**src/rtl/fir_pkg.sv**
```systemverilog
// Shared widths for the FIR slice chain and its output stage.
package fir_pkg;

    localparam int SAMPLE_W = 4;
    localparam int COEFF_W  = 8;
    localparam int ACC_W    = 12;
    localparam int OUT_W    = 8;

    typedef logic signed [ACC_W-1:0] acc_t;
    typedef logic signed [OUT_W-1:0] out_t;

endpackage

```
**src/rtl/fir_out_fifo.sv**
```systemverilog
// Show-ahead output FIFO; occupancy count alone separates full from empty.
module fir_out_fifo #(
    parameter int DEPTH = 4,
    parameter int WIDTH = 8
) (
    input  logic                      clk,
    input  logic                      rst,
    input  logic                      wr_en_i,
    input  logic [WIDTH-1:0]          wr_data_i,
    input  logic                      rd_en_i,
    output logic [WIDTH-1:0]          rd_data_o,
    output logic [$clog2(DEPTH):0]    count_o,
    output logic                      empty_o,
    output logic                      drop_o
);

    localparam int PW = $clog2(DEPTH);
    localparam int CW = PW + 1;
    localparam logic [CW-1:0] DEPTH_C = CW'(DEPTH);

    logic [WIDTH-1:0] mem_q [DEPTH];
    logic [PW-1:0]    rdPtr_q, rdPtr_d;
    logic [PW-1:0]    wrPtr_q, wrPtr_d;
    logic [CW-1:0]    count_q, count_d;
    logic             isFull;
    logic             doPop;
    logic             doPush;

    // A full FIFO still takes a write when the head leaves in the same cycle.
    always_comb begin
        isFull  = (count_q == DEPTH_C);
        doPop   = rd_en_i && (count_q != '0);
        doPush  = wr_en_i && (!isFull || doPop);
        rdPtr_d = rdPtr_q;
        wrPtr_d = wrPtr_q;
        count_d = count_q;
        if (doPop) begin
            rdPtr_d = rdPtr_q + 1'b1;
        end
        if (doPush) begin
            wrPtr_d = wrPtr_q + 1'b1;
        end
        if (doPush && !doPop) begin
            count_d = count_q + 1'b1;
        end else if (doPop && !doPush) begin
            count_d = count_q - 1'b1;
        end
    end

    always_ff @(posedge clk or posedge rst) begin
        if (rst) begin
            rdPtr_q <= '0;
            wrPtr_q <= '0;
            count_q <= '0;
        end else begin
            rdPtr_q <= rdPtr_d;
            wrPtr_q <= wrPtr_d;
            count_q <= count_d;
        end
    end

    always_ff @(posedge clk) begin
        if (doPush) begin
            mem_q[wrPtr_q] <= wr_data_i;
        end
    end

    always_comb begin
        rd_data_o = (count_q != '0) ? mem_q[rdPtr_q] : '0;
        count_o   = count_q;
        empty_o   = (count_q == '0);
        drop_o    = wr_en_i && isFull && !doPop;
    end

endmodule

```
**src/rtl/fir_output_stage.sv**
```systemverilog
// Output stage of the FIR chain: capture timing, round/saturate, and buffering.
module fir_output_stage
    import fir_pkg::*;
#(
    parameter int PIPE_LAT   = 8,
    parameter int SHIFT      = 4,
    parameter int FIFO_DEPTH = 4
) (
    input  logic                          clk,
    input  logic                          rst,
    input  logic                          sample_valid,
    input  logic signed [ACC_W-1:0]       accum_in,
    output logic signed [OUT_W-1:0]       dout,
    output logic                          dout_valid,
    input  logic                          dout_ready,
    output logic [$clog2(FIFO_DEPTH):0]   fifo_count,
    output logic                          sat_flag,
    output logic                          overflow_flag
);

    localparam int SUM_W = ACC_W + 1;
    localparam logic signed [SUM_W-1:0] ROUND_C   = SUM_W'(1 << (SHIFT - 1));
    localparam logic signed [SUM_W-1:0] OUT_MAX_C = SUM_W'((1 << (OUT_W - 1)) - 1);
    localparam logic signed [SUM_W-1:0] OUT_MIN_C = SUM_W'(-(1 << (OUT_W - 1)));

    logic [PIPE_LAT-1:0]     validPipe_q, validPipe_d;
    logic                    capEn;
    logic signed [SUM_W-1:0] sumRounded;
    logic signed [SUM_W-1:0] shifted;
    logic signed [OUT_W-1:0] clamped;
    logic                    satHit;
    logic                    s1Valid_q, s1Valid_d;
    logic signed [OUT_W-1:0] s1Data_q, s1Data_d;
    logic                    sat_q, sat_d;
    logic                    ovf_q, ovf_d;
    logic                    popEn;
    logic                    fifoEmpty;
    logic                    fifoDrop;
    logic [OUT_W-1:0]        fifoData;

    // The valid pipe mirrors the slice chain latency, so its last tap is the
    // only cycle in which accum_in carries a real sum.
    always_comb begin
        validPipe_d = {validPipe_q[PIPE_LAT-2:0], sample_valid};
        capEn       = validPipe_q[PIPE_LAT-1];
        sumRounded  = $signed({accum_in[ACC_W-1], accum_in}) + ROUND_C;
        shifted     = sumRounded >>> SHIFT;
        clamped     = shifted[OUT_W-1:0];
        satHit      = 1'b0;
        if (shifted > OUT_MAX_C) begin
            clamped = OUT_MAX_C[OUT_W-1:0];
            satHit  = 1'b1;
        end else if (shifted < OUT_MIN_C) begin
            clamped = OUT_MIN_C[OUT_W-1:0];
            satHit  = 1'b1;
        end
        s1Valid_d = capEn;
        s1Data_d  = capEn ? clamped : s1Data_q;
        sat_d     = sat_q | (capEn & satHit);
        ovf_d     = ovf_q | fifoDrop;
    end

    always_ff @(posedge clk or posedge rst) begin
        if (rst) begin
            validPipe_q <= '0;
            s1Valid_q   <= 1'b0;
            s1Data_q    <= '0;
            sat_q       <= 1'b0;
            ovf_q       <= 1'b0;
        end else begin
            validPipe_q <= validPipe_d;
            s1Valid_q   <= s1Valid_d;
            s1Data_q    <= s1Data_d;
            sat_q       <= sat_d;
            ovf_q       <= ovf_d;
        end
    end

    fir_out_fifo #(
        .DEPTH (FIFO_DEPTH),
        .WIDTH (OUT_W)
    ) u_fifo (
        .clk       (clk),
        .rst       (rst),
        .wr_en_i   (s1Valid_q),
        .wr_data_i (s1Data_q),
        .rd_en_i   (popEn),
        .rd_data_o (fifoData),
        .count_o   (fifo_count),
        .empty_o   (fifoEmpty),
        .drop_o    (fifoDrop)
    );

    always_comb begin
        dout_valid    = !fifoEmpty;
        popEn         = dout_valid && dout_ready;
        dout          = $signed(fifoData);
        sat_flag      = sat_q;
        overflow_flag = ovf_q;
    end

endmodule

```
**config.mk**
```make
export PLATFORM = sky130hd
export DESIGN_NAME = fir_output_stage
export DESIGN_NICKNAME = d
export VERILOG_FILES = /design/src/rtl/fir_pkg.sv /design/src/rtl/fir_out_fifo.sv /design/src/rtl/fir_output_stage.sv
export SDC_FILE = /design/constraint.sdc
export NUM_CORES = 1
export LEC_CHECK = 0
export ABC_CLOCK_PERIOD_IN_PS = 2790
export CORE_ASPECT_RATIO = 0.8
export CORE_UTILIZATION = 35
export CTS_CLUSTER_DIAMETER = 30
export DETAILED_ROUTE_END_ITERATION = 8
export PLACE_DENSITY = 0.67
export SKIP_LAST_GASP = 1
export SLEW_MARGIN = 30
export SYNTH_ARGS = -nofsm -noshare
export SYNTH_HDL_FRONTEND = slang
export SYNTH_SLANG_ARGS = --single-unit
```
**constraint.sdc**
```tcl
create_clock -name clk -period 2.79 [get_ports clk]
set_clock_uncertainty 0.15 [all_clocks]
set_input_delay 0.558 -clock clk [delete_from_list [all_inputs] [get_ports clk]]
set_output_delay 0.558 -clock clk [all_outputs]
set_load 0.01 [all_outputs]
```
==> summary.txt, run 1 <==
status = completed
Setup Viol. Count Final = 0
HPWL Detailed = 2.709 mm
io pins = 30
Worst-Skew Late Latency = 0.33 ns
Synth Warn # = 0
Area contributors post-synth = edfxtp_1 40%, dfrtp_1 27%, mux4_2 7.5%
FP Rows = 26
Req. time, crit path = 2.08 ns
RSZ-0062 raised after global routing = false
Die X = 94.63 µm
reg2reg setup slack = 0.47 ns
Final Core Density = 0.4612
Setup TNS = 0 ns
Final WS setup = 0.1038 ns
Worst Setup SP = u_fifo.rdPtr_q[0]
library cells used by synthesis = 36
NetSw = 0.7859 mW
Initial Utilization = 0.3692
Mapped Nets = 181
CP peak stage delay = 0.49 ns
CTS tree = yes
Syn Inst Count = 158
first-pass GRT wire length = 6.706 mm
synthesized area per cell = 15.20 µm²
layout cells sized above 1 = 0.1709
P_leak = 1.131 nW
Critical Path End = dout[6]
synthesized area = 2402 µm²
crit end category = primary output
H-tree level count = 3
post-layout instance count excluding filler cells = 283
total track usage = 0.1266
min cycle time layout = 2.686 ns
Clock Root Buffer = clkbuf_8
fmax = 372.3 MHz
Reg2Reg Depth = 8
count of hold-fix buffers inserted at cts = 0
Overflow after GRT = 0
Num CTS Buffers = 9
sequential fraction of design power = 0.419
Crit Path Max Fanout = 6
crit path max-delay cell type = mux4_2
total die area = 7201 µm²
Slew Viols, Final = 0
reg2reg end = u_fifo.count_o[2]
min-delay worst type = reg -> reg
first drt pass iteration count = 4
Pint = 2.128 mW
diode count = 0
area grow syn2layout = 24.90%
ANT nets after route = 0
largest net degree at the start of global routing = 27
Chip Height = 76.10 µm
Logic pwr share = 0.306
nets = 217
post-synthesis sequential element count = 58
worst vdd ir = 0.3278 mV
routability cong. = 0.7809
type of origin of the critical path = register
number of max-cap violations = 0
final WL = 3.834 mm
crit-path cells = buf_6 -> mux4_2 -> and2_1 -> clkdlybuf4s50_1
routed len/inst = 13.55 µm
Sw Share = 0.2697
Vias per Instance = 4.767
area leader, netlist = edfxtp_1
Inst Count DP = 267
sequential share of the synthesized area = 0.6708
worst slack, placed = 0.07308 ns
clock sink count = 58
vias = 1349
Initial DRC Count = 69
core area = 6506 µm²
worst-margin pin slew = 0.4248 ns
clock transition at the registers of the reported paths = 0.06 ns
initial antenna violation count = 0
Clk network pwr share = 0.276
Hold Path Depth = 0
pwr/cell area = 971.2 nW/µm²
total power = 2.914 mW
r2r startpoint = u_fifo.count_o[0]
final period utilization = 0.9628
final hold violations = 0
Crit path arrival time = 1.98 ns
Synth top area share = 0.4000
port bufs = 26
vias in the first global route = 1363
DRC violations left = 0
Setup CP Type = reg -> out
Max transition margin = 0.7168
clock buffer depth = 2
==> through the flow <==
| step | instance area [µm²] | hold WS (ns) |
|---|---|---|
| after global placement | 2780 | 0.1857 |
| after CTS | 2989 | 0.1998 |
| final | 3000 | 0.1969 |
| after detailed placement | 2780 | 0.1847 |
| after global routing | 3000 | 0.2054 |
| after floorplan | 2402 | 0.1812 |
==> synthesized netlist by cell type <==
cell,instances
o22ai_1,2
xor2_1,4
a31o_2,2
nor4b_1,1
nand3_2,1
o21ai_0,5
a2bb2oi_1,1
mux2_2,1
inv_1,5
and2_1,12
clkbuf_2,1
xnor2_1,6
fa_1,1
a31oi_1,1
buf_4,1
mux4_2,8
o2111ai_1,1
dfrtp_1,26
a41o_1,1
buf_2,1
nand4_1,2
and4_2,1
and3_1,1
a21o_1,1
ha_1,6
or3_1,2
nand4b_1,1
nor2b_1,1
clkbuf_1,4
a21boi_1,1
nand2_1,8
and3_4,1
nor2_1,8
a21oi_1,5
edfxtp_1,32
nand3_1,3
==> final cells by class <==
cell class                      instances  area [µm²]
Fill cell                             590        3506
Multi-Input combinational cell         88       744.5
Inverter                                5       18.77
Clock buffer                           10       127.6
Clock inverter                          6       81.33
Tap cell                               84       105.1
Timing Repair Buffer                   32       311.5
Sequential cell                        58        1612
==> worst min path at each step <==
stage	slack, ns	startpoint	endpoint
after floorplan	0.18	validPipe_q[0]	validPipe_q[1]
after global placement	0.19	validPipe_q[1]	validPipe_q[2]
after detailed placement	0.18	validPipe_q[4]	validPipe_q[5]
after CTS	0.20	validPipe_q[4]	validPipe_q[5]
after global routing	0.21	validPipe_q[5]	validPipe_q[6]
final	0.20	validPipe_q[4]	validPipe_q[5]
==> worst max-delay path, delay by kind of cell (launching register included) <==
family	cells	cell delay [ns]
muxes	1	0.49
and+or+nand+nor	1	0.18
buffers and inverters	2	0.62
DFF	1	0.36
==> power by group through the flow <==
stage               Sequential, mW  Clock, mW  Combinational, mW
detailed placement            1.24          0              0.904
CTS                           1.22      0.828              0.906
global placement              1.23          0              0.885
finish                        1.22      0.803              0.892
floorplan                     1.19          0              0.542
global route                  1.25      0.862              0.984
==> cell usage in the layout (no fill, tap or decap), drive strengths merged <==
master / Yosys / layout
clkbuf: 5 / 10
or3: 2 / 2
a41o: 1 / 1
and2: 12 / 12
a21boi: 1 / 1
inv: 5 / 5
nand3: 4 / 4
clkdlybuf4s50: 0 / 25
mux4: 8 / 8
o2111ai: 1 / 1
a2bb2oi: 1 / 1
edfxtp: 32 / 32
nand4b: 1 / 1
nor2b: 1 / 1
ha: 6 / 6
xnor2: 6 / 6
xor2: 4 / 4
mux2: 1 / 1
dlymetal6s2s: 0 / 1
a21o: 1 / 1
nor4b: 1 / 1
a31o: 2 / 2
a31oi: 1 / 1
clkinv: 0 / 4
and4: 1 / 1
buf: 2 / 6
bufinv: 0 / 2
dfrtp: 26 / 26
nand2: 8 / 8
fa: 1 / 1
and3: 2 / 2
o21ai: 5 / 5
nand4: 2 / 2
o22ai: 2 / 2
nor2: 8 / 8
a21oi: 5 / 5
==> registers in the layout, indices dropped and copies added (netlist names) <==
register	flops
u_fifo.rdPtr_q	2
s1Valid_q	1
sat_flag	1
u_fifo.wrPtr_q	2
overflow_flag	1
u_fifo.count_o	3
validPipe_q	8
s1Data_q	8
u_fifo.mem_q	32
==> metal layers <==
| layer | global-route usage | vias up | routed length [µm] |
|---|---|---|---|
| met1 | 0.1645 | 658 | 1813 |
| met5 | 0 | - | 0 |
| met2 | 0.1835 | 29 | 1764 |
| li1 | - | 656 | - |
| met3 | 0.06387 | 6 | 204 |
| met4 | 0.04091 | 0 | 52 |
==> cells by family (layout without fill, tap and decap cells) <==
| logic type | after synthesis | after routing | synth area share |
|---|---|---|---|
| AO/OA/AOI/OAI | 20 | 20 | 0.05365 |
| adder cells (fa/ha/maj) | 7 | 7 | 0.03958 |
| AND/OR/NAND/NOR | 42 | 42 | 0.09844 |
| XOR/XNOR | 10 | 10 | 0.03646 |
| flip-flops | 58 | 58 | 0.6708 |
| multiplexers | 9 | 9 | 0.07969 |
| buffers and inverters | 12 | 53 | 0.02135 |
==> timing repair <==
| action | in CTS | in global routing |
|---|---|---|
| setup buffers | 0 | 0 |
| setup endpoints to repair | 0 | 8 |
| gates resized for setup | 0 | 3 |
Power figures use the tool's default switching activity.
==> inputs of run 2 (changes only) <==
Settings changed: GPL_ROUTABILITY_DRIVEN set to 0.
==> results of run 2 <==
Same layout as run 1: the final DEF is identical, and so are final timing and power.
==> inputs of run 3 (changes only) <==
Settings changed: ABC_CLOCK_PERIOD_IN_PS 2790 to not set, RECOVER_POWER set to 100.
==> run 3 against run 2 <==
Critical path depth did not move. Via count decreased by 0.15%. Combinational power fell by 2.4%. Sequential share of layout area grew 0.20 points. Worst setup slack gained 0.0014 ns. Sequential cell count stayed put. Global-route usage is the same. Utilization shrank 0.17 points. Highest routed layer unchanged. Final cell count did not move. Die area stayed put. Largest power group unchanged. First-iteration DRC count down 12%. Cell area down 0.38%.
==> summary.txt, run 3 (synthesis gave the netlist of run 1 again) <==
Hold Path Depth = 0 (unchanged)
most common library cell in the layout ignoring fill and taps = edfxtp_1 (unchanged)
Pint = 2.109 mW (was 2.128 mW)
final WL = 3.820 mm (was 3.834 mm)
diode count = 0 (unchanged)
P_leak = 1.117 nW (was 1.131 nW)
Setup Fix Bufs, Post-CTS = 0 (unchanged)
vias in the first global route = 1363 (unchanged)
type of origin of the critical path = register (unchanged)
Worst-Skew Late Latency = 0.33 ns (about the same)
Top Metal Used = met4 (unchanged)
final hold violations = 0 (unchanged)
Chip Height = 76.10 µm (unchanged)
Slew Viols, Final = 0 (unchanged)
FP Rows = 26 (unchanged)
routed len/inst = 13.50 µm (was 13.55 µm)
Initial Utilization = 0.3692 (unchanged)
initial antenna violation count = 0 (unchanged)
largest net degree at the start of global routing = 27 (unchanged)
biggest regs = u_fifo.mem_q: 32 flops, s1Data_q: 8 flops, validPipe_q: 8 flops (unchanged)
min-delay worst type = reg -> reg (unchanged)
# resized after CTS = 0 (unchanged)
met1 WL = 1.806 mm (was 1.813 mm)
worst vdd ir = 0.3238 mV (was 0.3278 mV)
leading cell types in the layout, fill and taps excluded = 32 x edfxtp_1, 26 x dfrtp_1, 14 x clkdlybuf4s50_1 (was 32 x edfxtp_1, 26 x dfrtp_1, 25 x clkdlybuf4s50_1)
port bufs = 26 (unchanged)
pwr/cell area = 967.0 nW/µm² (was 971.2 nW/µm²)
io pins = 30 (unchanged)
met3 wire length = 198 µm (was 204 µm)
layout cells sized above 1 = 0.1558 (was 0.1709)
area grow syn2layout = 24.43% (was 24.90%)
number of max-cap violations = 0 (unchanged)
Sw Share = 0.2705 (was 0.2697)
total track usage = 0.1266 (unchanged)
Setup CP Type = reg -> out (unchanged)
total die area = 7201 µm² (unchanged)
worst slack, placed = 0.07308 ns (unchanged)
Clock Root Buffer = clkbuf_8 (unchanged)
CTS tree = yes (unchanged)
clock buffer depth = 2 (unchanged)
worst-margin pin slew = 1.370 ns (was 0.4248 ns)
Clk network pwr share = 0.277 (was 0.276)
first-pass GRT wire length = 6.706 mm (unchanged)
core area = 6506 µm² (unchanged)
final period utilization = 0.9623 (was 0.9628)
H-tree level count = 3 (unchanged)
HPWL Detailed = 2.709 mm (unchanged)
Max transition margin = 0.08699 (was 0.7168)
Final WS setup = 0.1053 ns (was 0.1038 ns)
sequential fraction of design power = 0.422 (was 0.419)
min cycle time layout = 2.685 ns (was 2.686 ns)
NetSw = 0.7819 mW (was 0.7859 mW)
Vias per Instance = 4.760 (was 4.767)
ANT nets after route = 0 (unchanged)
Req. time, crit path = 2.08 ns (about the same)
Logic pwr share = 0.301 (was 0.306)
Initial DRC Count = 61 (was 69)
Overflow after GRT = 0 (unchanged)
Filler cells = 595 (was 590)
RSZ-0062 raised after global routing = false (unchanged)
Biggest register = u_fifo.mem_q (unchanged)
Reg2Reg Depth = 8 (unchanged)
status = completed (unchanged)
Crit path arrival time = 1.98 ns (about the same)
count of hold-fix buffers inserted at cts = 0 (unchanged)
first drt pass iteration count = 4 (unchanged)
fin area = 2989 µm² (was 3000 µm²)
max reg flops = 32 (unchanged)
dpl cell area = 2780 µm² (unchanged)
nets = 217 (unchanged)
met2 WL = 1.762 mm (was 1.764 mm)
fmax = 372.5 MHz (was 372.3 MHz)
Setup Viol. Count Final = 0 (unchanged)
Crit Path Max Fanout = 6 (unchanged)
clock transition at the registers of the reported paths = 0.06 ns (about the same)
Die X = 94.63 µm (unchanged)
Setup TNS = 0 ns (unchanged)
DRC violations left = 0 (unchanged)
crit end category = primary output (unchanged)
vias = 1347 (was 1349)
Num CTS Buffers = 9 (unchanged)
clock sink count = 58 (unchanged)
run 3: changes by cell type in the layout (fill, tap and decap cells not counted), sizes merged:
cell           change
buf                -3
clkbuf             +3
clkdlybuf4s50     -11
dlygate4sd3       +11
run 3: power by group through the flow:
stage | Clock (mW) | Combinational, mW | Sequential (mW)
after CTS | 0.828 | 0.906 | 1.22
after global placement | 0 | 0.885 | 1.23
final | 0.801 | 0.871 | 1.22
after floorplan | 0 | 0.542 | 1.19
after detailed placement | 0 | 0.904 | 1.24
after global routing | 0.862 | 0.963 | 1.25
run 3: final timing paths:
kind | start | end | slack [ns]
worst max register to register | u_fifo.count_o[0] | u_fifo.count_o[2] | 0.48
worst min register to register | validPipe_q[4] | validPipe_q[5] | 0.20
min in group asynchronous | rst | s1Data_q[4] | 0.97
worst min-delay path | validPipe_q[4] | validPipe_q[5] | 0.20
max in group asynchronous | rst | s1Valid_q | 0.71
worst max-delay path | u_fifo.rdPtr_q[0] | dout[6] | 0.11
run 3: per-layer routing:
metal  track usage  vias up
met4       0.04091        0
li1              -      655
met5             0        -
met1        0.1645      657
met2        0.1835       29
met3       0.06387        6
run 3: layout make-up:
type	instances	area (µm²)	area share
flip-flops and latches	58	1612	0.5391
multi-input cells	88	744.5	0.2491
repair buffers	32	300.3	0.1005
clock buffers	10	127.6	0.04270
well taps	84	105.1	0.03516
clock inverters	6	81.33	0.02721
inverters	5	18.77	0.006279
run 3: stage by stage:
step / hold slack, ns / cells / total power, mW / utilization
after floorplan: 0.1812 / 158 / 1.735 / -
after global placement: 0.1857 / 267 / 2.114 / 0.4273
after detailed placement: 0.1847 / 267 / 2.142 / 0.4273
after CTS: 0.1998 / 283 / 2.955 / 0.4594
after global routing: 0.2054 / 283 / 3.072 / 0.4594
final: 0.1969 / 283 / 2.890 / 0.4594
run 3: worst max-delay path, cell delays in order, from the launching register on:
cell and delay (ns):
dfrtp_1 0.36, buf_6 0.15, mux4_2 0.49, and2_1 0.18, clkdlybuf4s50_1 0.47
